[src/rtl/srl_iter_unit.sv]
// Iterative right shifter: one bit position per clock, start/done handshake.
// Define SRL_ITER_ARITH_EN to honour the arith input (sign fill); otherwise all shifts are logical.
module srl_iter_unit #(
  parameter int N   = 32,
  parameter int SHW = 5
) (
  input  logic           clk,
  input  logic           reset,
  input  logic           start,
  input  logic [N-1:0]   din,
  input  logic [SHW-1:0] shamt,
  input  logic           arith,
  output logic           busy,
  output logic           done,
  output logic [N-1:0]   dout
);

  localparam logic [1:0] S_IDLE  = 2'd0;
  localparam logic [1:0] S_SHIFT = 2'd1;
  localparam logic [1:0] S_DONE  = 2'd2;

  logic [1:0]     state_q, state_d;
  logic [SHW-1:0] cnt_q, cnt_d;
  logic [N-1:0]   work_q, work_d;
  logic           fill;
  logic           accept;

`ifdef SRL_ITER_ARITH_EN
  logic fill_q, fill_d;

  always_ff @(posedge clk or posedge reset) begin
    if (reset) fill_q <= 1'b0;
    else       fill_q <= fill_d;
  end

  always_comb begin
    fill_d = fill_q;
    if (accept) fill_d = arith & din[N-1];
  end

  assign fill = fill_q;
`else
  logic unused_arith;
  assign unused_arith = arith;
  assign fill         = 1'b0;
`endif

  assign accept = start && ((state_q == S_IDLE) || (state_q == S_DONE));

  always_comb begin
    state_d = state_q;
    cnt_d   = cnt_q;
    work_d  = work_q;
    case (state_q)
      S_SHIFT: begin
        work_d = {fill, work_q[N-1:1]};
        cnt_d  = cnt_q - SHW'(1);
        if (cnt_q == SHW'(1)) state_d = S_DONE;
      end
      S_DONE:  state_d = S_IDLE;
      S_IDLE:  state_d = S_IDLE;
      default: state_d = S_IDLE;
    endcase
    // A new operation may also be accepted in the DONE cycle (back-to-back).
    if (accept) begin
      work_d  = din;
      cnt_d   = shamt;
      state_d = (shamt == '0) ? S_DONE : S_SHIFT;
    end
  end

  always_ff @(posedge clk or posedge reset) begin
    if (reset) begin
      state_q <= S_IDLE;
      cnt_q   <= '0;
      work_q  <= '0;
    end else begin
      state_q <= state_d;
      cnt_q   <= cnt_d;
      work_q  <= work_d;
    end
  end

  assign busy = (state_q == S_SHIFT);
  assign done = (state_q == S_DONE);
  assign dout = work_q;

endmodule

[config.mk]
export PLATFORM = sky130hd
export DESIGN_NAME = srl_iter_unit
export DESIGN_NICKNAME = d
export VERILOG_FILES = /design/src/rtl/srl_iter_unit.sv
export SDC_FILE = /design/constraint.sdc
export NUM_CORES = 1
export LEC_CHECK = 0
export BUFFER_PORTS_ARGS = -buffer_cell sky130_fd_sc_hd__buf_2
export CAP_MARGIN = 20
export CORE_MARGIN = 8
export CORE_UTILIZATION = 51
export DETAILED_ROUTE_END_ITERATION = 10
export PLACE_DENSITY_LB_ADDON = 0.05
export SYNTH_ARGS = -nofsm -noshare
export SYNTH_HDL_FRONTEND = slang
export SYNTH_SLANG_ARGS = --single-unit
[constraint.sdc]
create_clock -name clk -period 2.7 [get_ports clk]
set_clock_uncertainty 0.2 [all_clocks]
set_input_delay 0.135 -clock clk [delete_from_list [all_inputs] [get_ports clk]]
set_output_delay 0.135 -clock clk [all_outputs]
set_load 0.02 [all_outputs]
======== After elaboration in Yosys (flattened, before gate mapping) ========
Index checks and enable logic that the tools add are counted.
word-level totals
  output and inout bits ................... 34
  bits of input ports ..................... 41
  word-level logic and storage cells ...... 21
  register bits after elaboration ......... 39
operators by class
  add/subtract/negate cells ............... 1
  reductions and logical operators ........ 5
  mux-type cells .......................... 8
  equal/unequal tests ..................... 4
operator list
  kind                 number
  $mux 32              2
  $mux 5               2
  $mux 2               4
  $eq 5x1->1 const B   1
  $logic_not 5->1      1
  $sub 5x1->5 const B  1
  $ne 3x1->1 const B   1
  $eq 2x1->1 const B   1
  $eq 2x2->1 const B   1
  $logic_not 2->1      1
  $reduce_bool 2->1    1
  $logic_and 1x1->1    1
  $logic_or 1x1->1     1

======== Longest topological paths before layout ========
  depth after elaboration ................. 4
  gate-level depth with buffers ........... 5
  mapped depth without buffers ............ 5

======== Worst setup path after synthesis ========
Ideal clock, no wire load.
  path kind ............................... flip-flop to flip-flop
  start ................................... reg cnt_q[0]
  end ..................................... reg cnt_q[4]
  setup time .............................. 0.124 ns
  data arrival time ....................... 1.420 ns
  slack ................................... 0.956 ns
  cell stages (with the launch flop) ...... 6
  cell sequence ........................... dfrtp_1 > inv_1 > ha_1 > or3b_1 > a32o_1 > a211o_1
on the way
  cells in the longest elaborated chain, start to end .. 3
ends and longest elaborated chain
  what                      line  text
  start: declaration        23    logic [SHW-1:0] cnt_q, cnt_d;
  start signal: assignment  79    cnt_q <= cnt_d;
  $sub 5x1->5               57    cnt_d = cnt_q - SHW'(1);
  $mux 5                    54    case (state_q)
  $mux 5                    65    if (accept) begin
No other way between the ends. The select of a mux whose other input is x is not followed.
A chain may end at the register's enable or synchronous reset.

======== Worst setup path in the final report ========
  start ................................... reg state_q[0]
  end ..................................... reg work_q[13] (netlist: dout[13])
on the way
  cells in the longest elaborated chain, start to end .. 4
  elaborated cells between the ends (all ways) .. 7
  classes of those cells .................. eq/ne: 2; mux: 1; reduce/logical: 4
ends and longest elaborated chain
  what                                           line  text
  start: declaration                             22    logic [1:0] state_q, state_d;
  start signal: assignment                       78    state_q <= state_d;
  $eq 2x2->1 or $logic_not 2->1 (tied branches)  48    assign accept = start && ((state_q == S_IDLE) || (state_q == S_DONE));
  $logic_or 1x1->1                               48
  $logic_and 1x1->1                              48
  $mux 32 or $reduce_bool 2->1 (tied branches)   -
  end signal: assignment                         80    work_q <= work_d;
  end: declaration                               24    logic [N-1:0] work_q, work_d;
Several ways; a longest one is shown, not always the timed one.

==> impl_metrics.ini <==
[worst_setup_path]
worstRegToRegCells = 5
worstSetupEndpointType = register
cp_max_fo = 21
crit_start = state_q[0]
reg2reg_slack_ns = 0.67
reg2reg_from = state_q[0]
required_ns = 2.72
r2r_end = dout[13]
path_delay_family = buffers and inverters
critPathLaunchType = register
cp.arrival_ns = 2.05
crit_path_cell_trace = nand2b_1 > clkinv_1 > buf_4 > a22oi_1 > nand2_1
worst-path-buf-inv = 2
critPathMaxStageDelay_ns = 0.46
cp_slowest_cell = clkinv_1
worstSetupPathType = reg2reg

[synthesis]
synth_top_area_share_pct = 55.12
ys_ff_latch = 39
ys_types = 25
syn-cell-area_um2 = 1770
synth_top_area_cell = dfrtp_1
synth-async-reset-ratio_pct = 100.0
ys_seq_area_share_pct = 55.12
ys_top_cells_by_area = dfrtp_1, a22oi_1, nand3_1, nand2_1, a221o_1
synth_common_cells = dfrtp_1, a22oi_1, nand2_1, nand3_1, clkbuf_1
yosys_warnings = 0
synth_edf_count = 0
post-synth-top-count-cell = dfrtp_1
synth_cells = 178
syn_area_per_cell_um2 = 9.946
synth_flop_cell = dfrtp_1
synthesis.nets = 221

[sta]
period_minus_slack_ns = 2.034
rsz0062_at_grt = false
whs_ns = 0.1637
hold_violations = 0
tightest_slew_ns = 0.5617
slew_headroom_pct = 62.32
tns_ns = 0
setup_viol = 0
fmax_ghz = 0.4917
fin_crit_sh_pct = 75.33
finalMaxSlewViolations = 0

[grt]
antenna_found_initial = 0
grt_pass1_wl_um = 8349
overflow = 0
grt_use_total_pct = 19.15
grt_max_degree = 40
grt_pass1_vias = 1788

[placement]
hpwl_um = 3436
dp_cells = 289
place_congestion = 0.8384
portBuffers = 73

[detailed_routing]
dr_wl_met3_um = 436
dr.max_layer_used = met4
via_per_inst = 5.554
drt-total-wl_um = 5358
first_pass_iters = 5
wl_met2_um = 2661
wire_per_inst_um = 16.04
drc = 0
drtAntennaViolNets = 0
first_iter_violations = 165
drt-met1-wl_um = 2152
num_vias = 1855

[layout]
final_util_pct = 78.44
fillCellCount = 250
diodes = 0
stdcell_count = 334
final_layout_size_suffix_gt1_share_pct = 30.21
nets = 331
syn2layout_area_growth_pct = 47.84

[min_path]
hold_depth = 4
hold_start = start
hold_end = state_q[0]
hold_path_class = in2reg

[pwr]
irDropWorstVdd_mv = 0.7105
seq_power_share_pct = 37.0
p_comb_share_pct = 53.0
power.density_nw_per_um2 = 1138
cellInternalPower_uw = 1599
p_sw_uw = 1380
power_leakage_uw = 0.001347
clkPwrFrac_pct = 10.0
switching_share_pct = 46.34

[job]
max-cap-violations = 0

[clocking]
clk_pin_slew_ns = 0.11
cts_buffers = 5
cts_resized = 0
cts_buffer_depth = 2
clkSinkCount = 39
clock_latency_ns = 0.33
htree_levels = 2
clock-root-buffer = clkbuf_4
cts_tree = done

[floorplan]
core_um2 = 3337
die_area_um2 = 5613
start_util_pct = 53.06
num_io_pins = 75
die_w_um = 74.92
die_y_um = 74.92
rows = 21

[status]
status = complete, no violations
-- worst max path at each step --
stage | cells after the start | endpoint
after detailed placement | 5 | dout[13]
after CTS | 3 | busy
after global routing | 5 | dout[13]
after global placement | 5 | dout[3]
final | 5 | dout[13]
after floorplan | 5 | cnt_q[4]
-- cell families after synthesis --
kind of cell             count (synthesis)  share of synthesized area (%)
flip-flops                              39                          55.12
AND/OR/NAND/NOR                         77                          20.35
multiplexers                             1                         0.5654
adder cells (fa/ha/maj)                  2                          1.413
AO/OA/AOI/OAI                           41                          18.30
buffers and inverters                   18                          4.240
-- routing by layer --
| layer | up-vias | track usage, % |
|---|---|---|
| met5 | - | 0 |
| met4 | 0 | 8.913 |
| met3 | 11 | 4.660 |
| met2 | 88 | 31.77 |
| met1 | 881 | 22.69 |
| li1 | 875 | - |
-- what timing repair did --
item | in CTS | in global routing
hold buffers | 38 | 0
hold endpoints to repair | 78 | 0
endpoints found under the setup margin | 0 | 0
buffers inserted | 0 | 0
-- placed cells by master (no fill, tap or decap), drive strengths merged, types with 3 or more instances in the layout --
| cell | n |
|---|---|
| dlygate4sd3 | 38 |
| buf | 79 |
| a22oi | 31 |
| nand2 | 31 |
| nor2 | 4 |
| nand3 | 31 |
| inv | 3 |
| clkbuf | 6 |
| a221o | 3 |
| dfrtp | 39 |
-- power groups by stage --
stage	Combinational [uW]	Sequential, uW	Clock [uW]
global route	1740	1140	328
finish	1580	1100	298
global placement	1480	1080	0
detailed placement	1540	1100	0
CTS	1580	1090	314
floorplan	782	1360	0
-- stage by stage --
stage,power (uW),worst slack (ns),area (um^2)
2_1_floorplan,2138,0.9558,1770
3_3_place_gp,2564,0.7639,2181
3_5_place_dp,2639,0.7090,2181
4_1_cts,2986,0.6481,2618
5_1_grt,3206,0.5062,2618
6_report,2979,0.6661,2618
-- state kept, by name, summed over array words and instances, names as in the netlist --
register	flops
cnt_q	5
dout	32
state_q	2
-- cell type report --
type	count	area, um^2	share of cell area [%]
timing repair buffer	117	790.8	30.21
tap	46	57.56	2.199
sequential	39	975.9	37.28
inverter	4	15.01	0.5736
multi-input combinational	121	721.9	27.58
clock buffer	6	51.30	1.960
clock inverter	1	5.005	0.1912
-- worst reg2reg max path: stages (launching register included) --
cell and delay, ns:
dfrtp_1 0.43, nand2b_1 0.11, clkinv_1 0.46, buf_4 0.40
a22oi_1 0.21, nand2_1 0.10
No activity file was read; power rests on OpenSTA's default activity.
